File: config.mk
export PLATFORM = sky130hd
export DESIGN_NAME = rep_seq_monitor
export DESIGN_NICKNAME = d
export VERILOG_FILES = /design/src/rtl/rep_seq_pkg.sv /design/src/rtl/rep_seq_edge.sv /design/src/rtl/rep_seq_monitor.sv
export SDC_FILE = /design/constraint.sdc
export NUM_CORES = 1
export LEC_CHECK = 0
export ABC_AREA = 1
export BUFFER_PORTS_ARGS = -buffer_cell sky130_fd_sc_hd__buf_4
export CELL_PAD_IN_SITES_DETAIL_PLACEMENT = 1
export CELL_PAD_IN_SITES_GLOBAL_PLACEMENT = 2
export CORE_UTILIZATION = 29
export DETAILED_ROUTE_END_ITERATION = 8
export PLACE_DENSITY_LB_ADDON = 0.1
export SYNTH_ARGS = -nofsm -noshare
export SYNTH_HDL_FRONTEND = slang
export SYNTH_SLANG_ARGS = --single-unit
File: constraint.sdc
create_clock -name clk -period 2.8 [get_ports clk]
set_input_delay 0.56 -clock clk [delete_from_list [all_inputs] [get_ports clk]]
set_output_delay 0.56 -clock clk [all_outputs]
set_load 0.02 [all_outputs]
File: src/rtl/rep_seq_pkg.sv
// Shared types and widths for the repeated-sequence monitor.
package rep_seq_pkg;

  localparam int unsigned OCC_W  = 4;
  localparam int unsigned WDOG_W = 8;

  typedef enum logic [1:0] {
    IDLE  = 2'd0,
    COUNT = 2'd1,
    CHECK = 2'd2,
    WAIT  = 2'd3
  } state_e;

  typedef enum logic {
    MODE_GOTO   = 1'b0,
    MODE_NONCON = 1'b1
  } mode_e;

  // Where a check goes once the required number of b occurrences is reached.
  function automatic state_e done_state(input mode_e m);
    return (m == MODE_GOTO) ? CHECK : WAIT;
  endfunction

endpackage

File: src/rtl/rep_seq_edge.sv
// Trigger edge detector: combinational rise strobe plus registered drop pulse
// for triggers that arrive while a check is already running.
module rep_seq_edge (
  input  logic clk,
  input  logic rst,
  input  logic a,
  input  logic busy,
  output logic rose_c,
  output logic drop
);

  logic a_q;

  assign rose_c = a & ~a_q;

  always_ff @(posedge clk) begin
    if (rst) begin
      a_q  <= 1'b0;
      drop <= 1'b0;
    end else begin
      a_q  <= a;
      drop <= rose_c & busy;
    end
  end

endmodule

File: src/rtl/rep_seq_monitor.sv
// Repeated-sequence monitor: after a trigger, checks b[->REPS] ##1 b (goto)
// or b[=REPS] ##1 b (non-consecutive). Optional watchdog: REP_SEQ_MONITOR_TIMEOUT_EN.
module rep_seq_monitor
  import rep_seq_pkg::*;
#(
  parameter int unsigned REPS    = 3,
  parameter int unsigned TIMEOUT = 16
) (
  input  logic             clk,
  input  logic             rst,
  input  logic             a,
  input  logic             b,
  input  logic             mode,
  output logic             busy,
  output logic             pass,
  output logic             fail,
  output logic             tmo,
  output logic             drop,
  output logic [OCC_W-1:0] occ
);

  localparam logic [OCC_W-1:0] REPS_V = OCC_W'(REPS);

  if (REPS < 1 || REPS > 15) begin : g_bad_reps
    $error("rep_seq_monitor: REPS must be within 1..15");
  end
  if (TIMEOUT < 2 || TIMEOUT > 255) begin : g_bad_timeout
    $error("rep_seq_monitor: TIMEOUT must be within 2..255");
  end

  state_e           state_q, state_d;
  mode_e            mode_q, mode_d;
  logic [OCC_W-1:0] occ_d;
  logic [OCC_W-1:0] occ_inc;
  logic             pass_d, fail_d;
  logic             rose_c;

  rep_seq_edge u_edge (
    .clk    (clk),
    .rst    (rst),
    .a      (a),
    .busy   (busy),
    .rose_c (rose_c),
    .drop   (drop)
  );

  assign occ_inc = occ + OCC_W'(1);

`ifdef REP_SEQ_MONITOR_TIMEOUT_EN
  localparam logic [WDOG_W-1:0] TIMEOUT_V = WDOG_W'(TIMEOUT);

  logic [WDOG_W-1:0] wdog_q, wdog_d;
  logic              tmo_d;
`endif

  // Next-state, occurrence count and result decisions.
  always_comb begin
    state_d = state_q;
    mode_d  = mode_q;
    occ_d   = occ;
    pass_d  = 1'b0;
    fail_d  = 1'b0;
`ifdef REP_SEQ_MONITOR_TIMEOUT_EN
    wdog_d  = wdog_q;
    tmo_d   = 1'b0;
`endif

    case (state_q)
      IDLE: begin
        if (rose_c) begin
          mode_d = mode_e'(mode);
          // The trigger cycle itself counts, as in an overlapping implication.
          occ_d  = OCC_W'(b);
          if (b && (REPS_V == OCC_W'(1))) begin
            state_d = done_state(mode_e'(mode));
          end else begin
            state_d = COUNT;
          end
        end
      end
      COUNT: begin
        if (b) begin
          occ_d = occ_inc;
          if (occ_inc == REPS_V) begin
            state_d = done_state(mode_q);
          end
        end
      end
      CHECK: begin
        pass_d  = b;
        fail_d  = ~b;
        state_d = IDLE;
      end
      WAIT: begin
        if (b) begin
          pass_d  = 1'b1;
          state_d = IDLE;
        end
      end
      default: state_d = IDLE;
    endcase

`ifdef REP_SEQ_MONITOR_TIMEOUT_EN
    // Watchdog counts cycles since the trigger; a legitimate pass wins a tie.
    if (state_q == IDLE) begin
      if (rose_c) begin
        wdog_d = '0;
      end
    end else if (wdog_q != '1) begin
      wdog_d = wdog_q + WDOG_W'(1);
    end
    if (((state_q == COUNT) || (state_q == WAIT)) && !pass_d && (wdog_d >= TIMEOUT_V)) begin
      fail_d  = 1'b1;
      tmo_d   = 1'b1;
      state_d = IDLE;
    end
`endif
  end

  always_ff @(posedge clk) begin
    if (rst) begin
      state_q <= IDLE;
      mode_q  <= MODE_GOTO;
      occ     <= '0;
      busy    <= 1'b0;
      pass    <= 1'b0;
      fail    <= 1'b0;
    end else begin
      state_q <= state_d;
      mode_q  <= mode_d;
      occ     <= occ_d;
      busy    <= (state_d != IDLE);
      pass    <= pass_d;
      fail    <= fail_d;
    end
  end

`ifdef REP_SEQ_MONITOR_TIMEOUT_EN
  always_ff @(posedge clk) begin
    if (rst) begin
      wdog_q <= '0;
      tmo    <= 1'b0;
    end else begin
      wdog_q <= wdog_d;
      tmo    <= tmo_d;
    end
  end
`else
  assign tmo = 1'b0;
`endif

endmodule

# Yosys cells after proc, flatten, opt, wreduce, memory -nomap -nowiden
# Index checks and enable logic that the tools add are counted.
# totals
register_bits	12
output_inout_bits	9
wordCells	37
# classes
add_sub_neg	1
n_eq_ne	6
muxes	11
bitwise	5
n_reduce_logical	6
# op_table
cell	count
$mux 2	4
$mux 4	2
$pmux 2 s4	1
$pmux 4 s2	1
$add 4x1->4 const B	1
$eq 2x2->1 const B	2
$eq 4x2->1 const B	1
$reduce_bool 2->1	2
$not 1->1	3
$reduce_and 3->1	1
$and 1x1->1	2
$eq 2x1->1 const B	1
$logic_not 2->1	1
$mux 1	2
$ne 2x1->1 const B	1
$ne 2x2->1 const B	1
$pmux 1 s2	1
$reduce_and 2->1	1
$reduce_or 2->1	1

# Longest topological paths before layout
# Gate-level depths: netlist of the first run.
# logic_depth
ltp_word	6
depth_mapped	10
ltp_nobuf	10

# Modules after synthesis
# Synthesis of the first run repeated with hierarchy kept, for this count alone.
# unflattened
cells_unflattened	81
area_unflattened_um2	599.3
# by_module_without_submodules
mod	instances	cells_per_inst	area_per_inst_um2	seq_area_each_um2
rep_seq_monitor	1	71	529.3	200.2
rep_seq_edge	1	10	70.1	40.0

# Least setup slack after synthesis of the first run
# No wires, ideal clock.
# synth_path
kind	reg-to-reg
from	register occ[0]
to	register busy
t_arrival_ps	1220
required_ps	2686
path_slack_ps	1467
stages_incl_launch_ff	11
n_path_buf	0
period_less_slack_ps	1333
path_cell_list	dfxtp_1 -> ha_1 -> inv_1 -> nand2_1 -> nand2_1 -> nor2_2 -> nand3_1 -> nand2_1 -> nand2_1 -> nand2_1 -> nand2_1
# synth_via
elab_chain_cells	6
# synth_lines
item	line_no	rtl
start, declared	rep_seq_monitor.sv:19	output logic [OCC_W-1:0] occ
start signal, assigned	rep_seq_monitor.sv:124	occ <= '0;
start signal, assigned	rep_seq_monitor.sv:131	occ <= occ_d;
$add 4x1->4	rep_seq_monitor.sv:47	assign occ_inc = occ + OCC_W'(1);
$eq 4x2->1	rep_seq_monitor.sv:84	if (occ_inc == REPS_V) begin
$mux 2	rep_seq_monitor.sv:84	
$mux 2	rep_seq_monitor.sv:82	if (b) begin
$pmux 2 s4	rep_seq_monitor.sv:68	case (state_q)
$reduce_bool 2->1	rep_seq_monitor.sv:132	busy <= (state_d != IDLE);
end signal, assigned	rep_seq_monitor.sv:132	
end, declared	rep_seq_monitor.sv:14	output logic busy,
# No other way between the ends.
# A chain may end at the register's enable or synchronous reset.

# Worst setup path in the final report of the first run
# layout_path
from	register occ[0]
to	output port occ[0]
# No word-level cell between the ends.

==> metrics.md, run 1 <==
| Metric | Value |
|---|---|
| Status | `finished clean` |
| IO buf count | `12` |
| Net count reported at finish | `97` |
| Min Tclk post-route | `1.47 ns` |
| CTS buffer count | `3` |
| Clock Skew | `between 0.003 and 0.004 ns` |
| Share of the synthesized area in the top cell type | `43.2%` |
| Adder-cell share of the synthesized area | `approximately 4.5%` |
| Commonest non-fill, non-tap cells in the layout | `nand2_1, inv_1, dfxtp_1, buf_4` |
| Routed vias | `roughly 480` |
| Pleak | `0.350 nW` |
| Slew Viols, Final | `0` |
| Hold Buf Count CTS | `0` |
| Setup-failing EPs final | `0` |
| Yosys Warn Count | `0` |
| Worst setup path category | `reg2out` |
| Max clock buf depth | `2` |
| Antenna-violating nets left | `0` |
| Initial Util | `a little under a third` |
| Post-synthesis mux area share | `0%` |
| FMAX | `just under 0.7 GHz` |
| # diodes | `0` |
| Post-synthesis sequential area ratio | `43.2%` |
| Largest net degree at the start of global routing | `8` |
| Gate power share | `about an eighth` |
| WP buf/inv | `1` |
| Die Wd | `between 40 and 50 um` |
| Most crowded layer after global routing | `met2` |
| Crit. End Element | `primary output` |
| Switching power total | `91.9 uW` |
| Met3 capacity usage during global routing | `5.95%` |
| Top Ports | `14` |
| Routed wire length | `1110 um` |
| Worst setup SP type | `flip-flop` |
| Post-Synth XOR/XNOR Area | `0%` |
| Site Rows | `15` |
| Gr ovfl total | `0` |
| Core area | `0.00176 mm2` |
| Final GP Congestion | `0.730` |
| Power share of the clock group | `37.6%` |
| Cts repair resizes | `0` |
| Clock slew at reported path FFs | `0.07 ns` |
| Hold Crit Class | `reg2reg` |
| CTS Sinks | `12` |
| CP cell instances | `buf_4` |
| Commonest non-fill, non-tap cell in the layout | `nand2_1` |
| Max_cap viols | `0` |
| Synthesized instance count | `between 70 and 80` |
| Top post-synthesis cells by area | `dfxtp_1, nand2_1, inv_1, ha_1, a21oi_1` |
| Mapped Area | `556 um2` |
| Post-DP HPWL | `891 um` |
| Wire per inst | `9.72 um` |
| Layout cells sized above 1 | `29.2%` |
| Synth Area in Simple Gates | `31.5%` |
| Post-synth top area cell | `dfxtp_1` |
| Die Ht | `approximately 46 um` |
| Area delta synth->final | `27.0%` |
| DP Cell Count | `110` |
| Yosys reg bits | `12` |
| Tot GR Track Use | `13.5%` |
| Met2 GRT Util | `a little over a fifth` |
| Syn avg cell area | `7.51 um2` |
| Cell Pwr Density | `518 mW/mm2` |
| CTS root buf | `clkbuf_4` |
| First-pass GRT wire length | `~1900 um` |
| Post-synthesis cell type count | `22` |
| Initial antenna violation count | `0` |
| Vias in the first global route | `457` |
| Met1 GRT Util | `between 10% and 20%` |
| Delay-heaviest family, CP | `flip-flops` |
| Setup Fix Bufs, Post-CTS | `0` |
| Fraction of the cycle the final worst path needs | `52.6%` |
| Register share of total power | `50.0%` |
| Die ar. | `between 0.002 and 0.0025 mm2` |
| Cell-internal power | `274 uW` |
| Layout Cells excl Fill | `114` |
| WP data required | `2.24 ns` |
| CP Max Fanout | `7` |
| Htree depth | `1` |
| Setup_tns | `0 ns` |
| DRC Markers | `0` |
| CTS tree | `built` |
| Vias/cell | `4.19` |
| Worst path arrival time | `0.91 ns` |
| Final Hold Viols | `0` |
| Maximum VDD drop | `0.231 mV` |
| Slowest CP cell | `dfxtp_1` |
| Worst-Skew Late Latency | `between 0.2 and 0.3 ns` |
| Largest family of logic cells by synthesized area | `simple AND/OR/NAND/NOR gates` |
| Synth Area in Compound Gates | `7.88%` |
| Syn_nets | `around 80` |
| CP peak stage delay | `0.45 ns` |
| RSZ-0062 raised after global routing | `false` |
| Number of DRC markers in iteration 0 | `9` |
| TritonRoute pass-1 iters | `3` |
| Switching share of power | `25.1%` |
[flip-flops by register name (all words and copies together) (netlist names)]
name / cells
busy: 1
state_q: 2
occ: 4
mode_q: 1
pass: 1
fail: 1
u_edge.a_q: 1
u_edge.drop: 1
[power by group through the flow]
stage                     Sequential, mW  Clock (mW)  Combinational, mW
after global placement             0.187           0             0.0454
after floorplan                    0.190           0             0.0242
after CTS                          0.183       0.144             0.0459
after global routing               0.184       0.148             0.0504
final                              0.183       0.138             0.0450
after detailed placement           0.187           0             0.0456
[metrics by stage]
step | instance area, um2 | utilization, % | power [mW] | setup WS, ns | hold WS [ns]
finish | 706 | 40.0 | 0.366 | 1.33 | 0.456
global route | 706 | 40.0 | 0.382 | 1.25 | 0.467
CTS | 706 | 40.0 | 0.373 | 1.29 | 0.457
detailed placement | 669 | 37.9 | 0.233 | 1.41 | 0.440
global placement | 669 | 37.9 | 0.232 | 1.45 | 0.445
floorplan | 556 | - | 0.215 | 1.47 | 0.416
[worst register-to-register path, stage by stage (launching register included)]
cell,delay (ns)
dfxtp_1,0.45
ha_1,0.21
inv_1,0.04
nand2_1,0.05
nand2_1,0.08
nor2_2,0.13
nand3_1,0.09
nand2_1,0.06
nand2_1,0.04
nand2_1,0.07
nand2_1,0.05
[area by class of cell]
cell class | count | area (um2)
tap | 25 | 31.3
inverter | 16 | 60.1
sequential | 12 | 240
clock buffer | 4 | 36.3
fill | 235 | 1060
timing repair buffer | 12 | 90.1
multi-input combinational | 45 | 248
[worst paths after layout]
check	start	endpoint	slack [ns]	depth (start not counted)
setup / recovery	occ[0]	occ[0]	1.33	1
hold / removal	mode_q	mode_q	0.46	2
setup reg to reg	occ[0]	busy	1.43	10
hold reg to reg	mode_q	mode_q	0.46	2
[kinds of logic (layout without fill, tap and decap cells)]
family / Yosys count / in the layout
flops: 12 / 12
simple gates: 34 / 34
other cells: 1 / 1
fa+ha+maj: 2 / 2
compound gates: 8 / 8
buf+inv: 17 / 32
[synth_stat cells]
| library cell | instances |
|---|---|
| nor2_1 | 2 |
| a21oi_1 | 4 |
| o21ai_0 | 1 |
| and3_1 | 2 |
| nand4_2 | 1 |
| buf_4 | 1 |
| inv_2 | 3 |
| nor4_1 | 1 |
| conb_1 | 1 |
| a21oi_2 | 1 |
| dfxtp_1 | 12 |
| nand3_1 | 4 |
| ha_1 | 2 |
| nor2_4 | 1 |
| o21ai_1 | 2 |
| nand2_1 | 17 |
| nor2_2 | 1 |
| inv_1 | 13 |
| or2_1 | 1 |
| nand2_2 | 2 |
| nand4_1 | 1 |
| nor3_2 | 1 |
[metal layers]
metal | part of all wire [%] | vias up
li1 | - | 256
met1 | 48 | 207
met2 | 44 | 11
met3 | 5.7 | 4
met4 | 1.9 | 0
met5 | 0 | -
No activity file was read; power rests on OpenSTA's default activity.
==> run 2, diff against run 1 <==
--- a/config.mk
+++ b/config.mk
@@ -9,7 +9,7 @@
 export BUFFER_PORTS_ARGS = -buffer_cell sky130_fd_sc_hd__buf_4
 export CELL_PAD_IN_SITES_DETAIL_PLACEMENT = 1
 export CELL_PAD_IN_SITES_GLOBAL_PLACEMENT = 2
-export CORE_UTILIZATION = 29
+export CORE_UTILIZATION = 27
 export DETAILED_ROUTE_END_ITERATION = 8
 export PLACE_DENSITY_LB_ADDON = 0.1
 export SYNTH_ARGS = -nofsm -noshare
==> constraint.sdc (replaced) <==
create_clock -name clk -period 1.4 [get_ports clk]
set_input_delay 0.28 -clock clk [delete_from_list [all_inputs] [get_ports clk]]
set_output_delay 0.28 -clock clk [all_outputs]
set_load 0.02 [all_outputs]
==> run 2 against run 1 <==
Setup slack worse by 1.2 ns. Global-route usage is 0.54 points higher. Sequential cell count stayed put. Non-clock buffer count is 2 higher. Critical path depth is 9 higher. Sequential share of layout area is 0.93 points lower. Worst hold slack worse by 0.27 ns. Utilization is 1.9 points lower. Via count is 7.5% higher. Final cell count is 3.5% higher. Register-to-register slack worse by 1.3 ns. Largest cell class unchanged. Highest routed layer unchanged.
==> metrics.md, run 2 (synthesis results as in run 1) <==
| Metric | Value |
|---|---|
| Status | `finished clean` |
| Worst-Skew Late Latency | `0.28 ns (about the same)` |
| Min-delay src | `rst` |
| Slew Viols, Final | `0 (unchanged)` |
| R2R Path End | `busy` |
| Area delta synth->final | `33.3%` |
| Htree depth | `1 (unchanged)` |
| Pleak | `0.361 nW (+3.1%)` |
| Register share of total power | `48.5% (-1.5 points)` |
| RSZ-0062 raised after global routing | `false` |
| Largest regs | `occ: 4 flops, state_q: 2 flops` |
| CP Max Fanout | `5 (-2)` |
| Gr ovfl total | `0 (unchanged)` |
| DP Cell Count | `114 (+3.6%)` |
| Largest Register | `occ` |
| WP data required | `1.58 ns (-0.66 ns)` |
| Finished Cell Area | `741 um2 (+5.0%)` |
| Vias in the first global route | `497 (+8.8%)` |
| # diodes | `0 (unchanged)` |
| Layout cells sized above 1 | `34.1% (+4.9 points)` |
| Crit. End Element | `flip-flop` |
| Net count reported at finish | `99 (+2.1%)` |
| CTS Sinks | `12 (unchanged)` |
| Maximum VDD drop | `0.390 mV (+69%)` |
| Hold Crit Class | `in2reg` |
| Largest net degree at the start of global routing | `8 (unchanged)` |
| Final Hold Viols | `0 (unchanged)` |
| Max_cap viols | `0 (unchanged)` |
| Switching power total | `204 uW (+120%)` |
| Max clock buf depth | `2 (unchanged)` |
| IO buf count | `12 (unchanged)` |
| Core area | `0.00194 mm2 (+10%)` |
| Clock slew at reported path FFs | `0.09 ns (+0.02 ns)` |
| Largest register FFs | `4 (unchanged)` |
| Initial Util | `28.6% (-2.9 points)` |
| Initial antenna violation count | `0 (unchanged)` |
| Hold Path Depth | `2 (unchanged)` |
| Gate power share | `13.0% (+0.7 points)` |
| Clock Skew | `0.00689 ns (+0.00320 ns)` |
| CTS buffer count | `3 (unchanged)` |
| Final GP Congestion | `0.699 (-4.2%)` |
| Routed vias | `514 (+7.5%)` |
| Power share of the clock group | `38.5% (+0.9 points)` |
| Final setup margin | `0.157 ns (-1.17 ns)` |
| TritonRoute pass-1 iters | `2 (-1)` |
| Die ar. | `0.00224 mm2 (+7.1%)` |
| Die Ht | `47.4 um (+3.5%)` |
| Post-DP HPWL | `1040 um (+16%)` |
| Worst setup path category | `reg2reg` |
| Layout Cells excl Fill | `118 (+3.5%)` |
| Setup-failing EPs final | `0 (unchanged)` |
| Antenna-violating nets left | `0 (unchanged)` |
| Worst path arrival time | `1.42 ns (+0.51 ns)` |
| Share of the core filled with cells | `38.1% (-1.9 points)` |
| Die Wd | `47.4 um (+3.5%)` |
| Setup_tns | `0 ns (unchanged)` |
| DP Worst Slack | `0.0936 ns (-1.32 ns)` |
| Min Tclk post-route | `1.24 ns` |
| Fraction of the cycle the final worst path needs | `about nine tenths` |
| Cell-internal power | `552 uW (+100%)` |
| Number of DRC markers in iteration 0 | `7 (-2)` |
| Routed wire length | `1300 um (+17%)` |
| CTS root buf | `clkbuf_4` |
| CTS tree | `built` |
| First-pass GRT wire length | `2060 um (+7.2%)` |
| Commonest non-fill, non-tap cell in the layout | `nand2_1` |
| Top Ports | `14 (unchanged)` |
| Wire per inst | `11.0 um (+13%)` |
| Vias/cell | `4.36 (+3.9%)` |
| Site Rows | `16 (+1)` |
| Placed inst area | `687 um2 (+2.6%)` |
| Tot GR Track Use | `14.0% (+0.54 points)` |
| WHS Endpoint | `occ[1]` |
| Worst setup SP type | `flip-flop` |
| R2R Setup Slk | `0.16 ns (-1.27 ns)` |
| Commonest non-fill, non-tap cells in the layout | `nand2_1, buf_4, inv_1` |
| Setup Fix Bufs, Post-CTS | `0 (unchanged)` |
| DRC Markers | `0 (unchanged)` |
| Cell Pwr Density | `1020 mW/mm2 (+97%)` |
| Reg2reg start | `occ[0]` |
| R2R cell count | `10 (unchanged)` |
| Switching share of power | `27.0% (+1.8 points)` |
| FMAX | `0.805 GHz` |
==> run 2: cell types whose count changed in the layout (fill, tap and decap cells not counted), sizes merged <==
cell / previous run / this run
buf: 12 / 14
==> run 2: layout make-up <==
type | instances | area [um2]
clock buffer | 4 | 36.3
fill | 260 | 1200
inverter | 16 | 60.1
multi-input combinational | 45 | 260
sequential | 12 | 245
tap | 27 | 33.8
timing repair buffer | 14 | 105
==> run 2: how the worst max path moves through the flow <==
stage / startpoint / to / slack [ns] / cells past startpoint
final: occ[0] / busy / 0.16 / 10
after global routing: occ[0] / busy / 0.01 / 10
after CTS: occ[0] / busy / 0.05 / 10
after detailed placement: occ[0] / busy / 0.09 / 10
after global placement: occ[0] / busy / 0.14 / 10
after floorplan: occ[0] / busy / 0.07 / 10
==> run 2: what timing repair did <==
action / in CTS / in global routing
resized for setup: 0 / 5
hold buffers: 0 / 0
endpoints found under the setup margin: 0 / 2
endpoints found under the hold margin: 0 / 0
==> run 2: power by group through the flow <==
stage / combinational (mW) / sequential (mW) / clock, mW
2_1_floorplan: 0.0484 / 0.381 / 0
3_3_place_gp: 0.0989 / 0.372 / 0
3_5_place_dp: 0.0995 / 0.372 / 0
4_1_cts: 0.0999 / 0.365 / 0.297
5_1_grt: 0.110 / 0.369 / 0.317
6_report: 0.0985 / 0.367 / 0.291
==> run 2: metrics by stage <==
step / hold slack (ns) / power, mW
6_report: 0.191 / 0.756
5_1_grt: 0.186 / 0.796
4_1_cts: 0.197 / 0.761
3_5_place_dp: 0.449 / 0.472
3_3_place_gp: 0.437 / 0.471
2_1_floorplan: 0.342 / 0.429
==> run 2: per-layer routing <==
layer | wire (um) | share of wire, % | global-route usage, % | vias to the layer above
met3 | 35 | 2.7 | 4.62 | 2
li1 | - | - | - | 264
met5 | 0 | 0 | 0 | -
met2 | 657 | 51 | 22.7 | 10
met1 | 591 | 46 | 15.9 | 238
met4 | 12 | 0.92 | 8.57 | 0
==> run 2: worst max-delay path, cell delays in order (launching register included) <==
cell	delay, ns
dfxtp_4	0.39
ha_4	0.13
inv_1	0.03
nand2_1	0.04
nand2_1	0.07
nor2_2	0.15
nand3_1	0.09
nand2_1	0.06
nand2_1	0.05
nand2_1	0.07
nand2_1	0.05
==> run 3, diff against run 2 <==
--- a/config.mk
+++ b/config.mk
@@ -12,6 +12,7 @@
 export CORE_UTILIZATION = 27
 export DETAILED_ROUTE_END_ITERATION = 8
 export PLACE_DENSITY_LB_ADDON = 0.1
+export REMOVE_ABC_BUFFERS = 1
 export SYNTH_ARGS = -nofsm -noshare
 export SYNTH_HDL_FRONTEND = slang
 export SYNTH_SLANG_ARGS = --single-unit
==> run 3 against run 2 <==
Largest power group unchanged. Register-to-register slack worse by 0.02 ns. Non-clock buffer count is the same. Die area unchanged. Final cell count is the same. Critical path depth stayed put. Utilization down 0.84 points. Global-route usage decreased by 1.5 points. Via count decreased by 2.9%. Clock-buffer cell count is the same. Wire length is 10% lower. Clock power is 5% lower.
==> metrics.md, run 3 (synthesis results as in run 1) <==
| Metric | Value |
|---|---|
| Status | `finished clean` |
| Max clock buf depth | `2 (unchanged)` |
| Crit. End Element | `flip-flop` |
| Cell-internal power | `552 uW (about the same)` |
| Wire per inst | `9.90 um (-10%)` |
| CP cell instances | `ha_1 -> inv_1 -> nand2_1 -> nand2_1 -> nor2_2 -> nand3_1 -> nand2_1 -> nand2_1 -> nand2_1 -> nand2_1` |
| M1 WL | `542 um (-8.3%)` |
| Die ar. | `0.00224 mm2 (unchanged)` |
| WP data required | `1.56 ns (-0.02 ns)` |
| TritonRoute pass-1 iters | `3 (+1)` |
| Worst-Skew Late Latency | `0.27 ns (about the same)` |
| Vias/cell | `4.23 (-2.9%)` |
| R2R Setup Slk | `0.14 ns (-0.02 ns)` |
| Routed wl met3 | `34 um (-2.9%)` |
| WP buf/inv | `1 (unchanged)` |
| Hold Crit Class | `in2reg` |
| Largest regs | `occ: 4 flops, state_q: 2 flops` |
| Power share of the clock group | `37.5% (-1.0 points)` |
| Area delta synth->final | `30.4%` |
| RSZ-0062 raised after global routing | `false` |
| Register share of total power | `49.4% (+0.9 points)` |
| WP depth | `10 (unchanged)` |
| Gr ovfl total | `0 (unchanged)` |
| Setup_tns | `0 ns (unchanged)` |
| Critical path origin | `occ[1]` |
| CP peak stage delay | `0.38 ns (about the same)` |
| Largest net degree at the start of global routing | `8 (unchanged)` |
| Finished Cell Area | `724 um2 (-2.2%)` |
| Layout cells sized above 1 | `31.9% (-2.2 points)` |
| Largest Register | `occ` |
| DRC Markers | `0 (unchanged)` |
| Switching power total | `187 uW (-8.2%)` |
| FMAX | `0.794 GHz (-1.3%)` |
| Initial antenna violation count | `0 (unchanged)` |
| IO buf count | `12 (unchanged)` |
| Worst setup path category | `reg2reg` |
| Cell mode on critical path | `nand2_1` |
| DR top layer | `met4` |
| Hold Slack | `0.209 ns (+0.0176 ns)` |
| CTS tree | `built` |
| Clock slew at reported path FFs | `0.08 ns (about the same)` |
| DP Cell Count | `114 (unchanged)` |
| R2R cell count | `10 (unchanged)` |
| # diodes | `0 (unchanged)` |
| CTS root buf | `clkbuf_4` |
| Min Tclk post-route | `1.26 ns (+0.0168 ns)` |
| Top Ports | `14 (unchanged)` |
| Max_cap viols | `0 (unchanged)` |
| Fraction of the cycle the final worst path needs | `90.0% (+1.2 points)` |
| Net count reported at finish | `99 (unchanged)` |
| Worst path arrival time | `1.42 ns (about the same)` |
| Slew Viols, Final | `0 (unchanged)` |
| Slowest CP cell | `dfxtp_1` |
| Site Rows | `16 (unchanged)` |
| Die Ht | `47.4 um (unchanged)` |
| Routed vias | `499 (-2.9%)` |
| Setup-failing EPs final | `0 (unchanged)` |
| Total power | `739 uW (-2.3%)` |
| Initial Util | `28.6% (unchanged)` |
| Switching share of power | `25.3% (-1.6 points)` |
| Largest register FFs | `4 (unchanged)` |
| Hold Buf Count CTS | `0 (unchanged)` |
| Delay-heaviest family, CP | `simple AND/OR/NAND/NOR gates` |
| Placed inst area | `687 um2 (unchanged)` |
| Die Wd | `47.4 um (unchanged)` |
| Vias in the first global route | `448 (-9.9%)` |
| Commonest non-fill, non-tap cell in the layout | `nand2_1` |
| CTS Sinks | `12 (unchanged)` |
| Routed wire length | `1170 um (-10%)` |
| Worst setup SP type | `flip-flop` |
| First-pass GRT wire length | `1970 um (-4.4%)` |
| Setup crit end | `busy` |
| Cell Pwr Density | `1020 mW/mm2 (about the same)` |
| Htree depth | `1 (unchanged)` |
| Reg2reg start | `occ[1]` |
| CTS buffer count | `3 (unchanged)` |
| R2R Path End | `busy` |
| Final GP Congestion | `0.704 (+0.79%)` |
| Final Hold Viols | `0 (unchanged)` |
| CP Max Fanout | `3 (-2)` |
| Core area | `0.00194 mm2 (unchanged)` |
| Layout Cells excl Fill | `118 (unchanged)` |
| Gate power share | `13.1% (about the same)` |
| Pleak | `0.361 nW (about the same)` |
| Commonest non-fill, non-tap cells in the layout | `nand2_1, buf_4, inv_1` |
| Number of DRC markers in iteration 0 | `4 (-3)` |
| Tot GR Track Use | `12.5% (-1.5 points)` |
| Maximum VDD drop | `0.635 mV (+63%)` |
| WL met2 | `583 um (-11%)` |
| Post-DP HPWL | `950 um (-8.5%)` |
| Antenna-violating nets left | `0 (unchanged)` |
| Clock Skew | `0.00699 ns (+0.0000937 ns)` |
[run 3: changes by cell type in the layout (fill, tap and decap cells not counted)]
cell,change
dfxtp_4,-1
ha_4,-1
ha_1,+1
dfxtp_1,+1
[run 3: what timing repair did]
item | 4_1_cts | 5_1_grt
resized for setup | 0 | 1
hold endpoints to repair | 0 | 0
buffers inserted | 0 | 0
setup endpoints to repair | 0 | 2
[run 3: worst min path at each step]
stage / from / end / slack (ns) / cells past startpoint
finish: rst / occ[1] / 0.21 / 2
detailed placement: state_q[0] / fail / 0.44 / 1
floorplan: rst / occ[1] / 0.34 / 1
global placement: state_q[0] / fail / 0.44 / 1
CTS: rst / occ[1] / 0.20 / 2
global route: rst / occ[1] / 0.20 / 2
[run 3: cell type report]
| cell class | count | area (um2) |
|---|---|---|
| clock buffers | 4 | 36.3 |
| fillers | 267 | 1220 |
| inverters | 16 | 60.1 |
| multi-input cells | 45 | 248 |
| flip-flops and latches | 12 | 241 |
| well taps | 27 | 33.8 |
| repair buffers | 14 | 105 |
[run 3: stage by stage]
stage	utilization [%]	worst slack [ns]
detailed placement	35.4	0.102
global route	37.3	0.00832
CTS	37.2	0.0747
finish	37.3	0.140
global placement	35.4	0.152
floorplan	-	0.0668
[run 3: power by group through the flow]
stage	Clock [mW]	Sequential, mW	Combinational (mW)
after floorplan	0	0.381	0.0462
after global placement	0	0.372	0.0993
after detailed placement	0	0.372	0.0988
after CTS	0.289	0.364	0.0990
after global routing	0.308	0.367	0.111
final	0.277	0.365	0.0971
[run 3: worst register-to-register path, cell delays in order (launching register included)]
cell and delay (ns):
dfxtp_1 0.38, ha_1 0.19, inv_1 0.04, nand2_1 0.05
nand2_1 0.08, nor2_2 0.11, nand3_1 0.08, nand2_1 0.06
nand2_1 0.05, nand2_1 0.07, nand2_1 0.05
[run 3: routing by layer]
layer | track usage, % | up-vias
met2 | 20.0 | 7
met1 | 16.4 | 229
met3 | 3.46 | 2
li1 | - | 261
met5 | 0 | -
met4 | 3.43 | 0
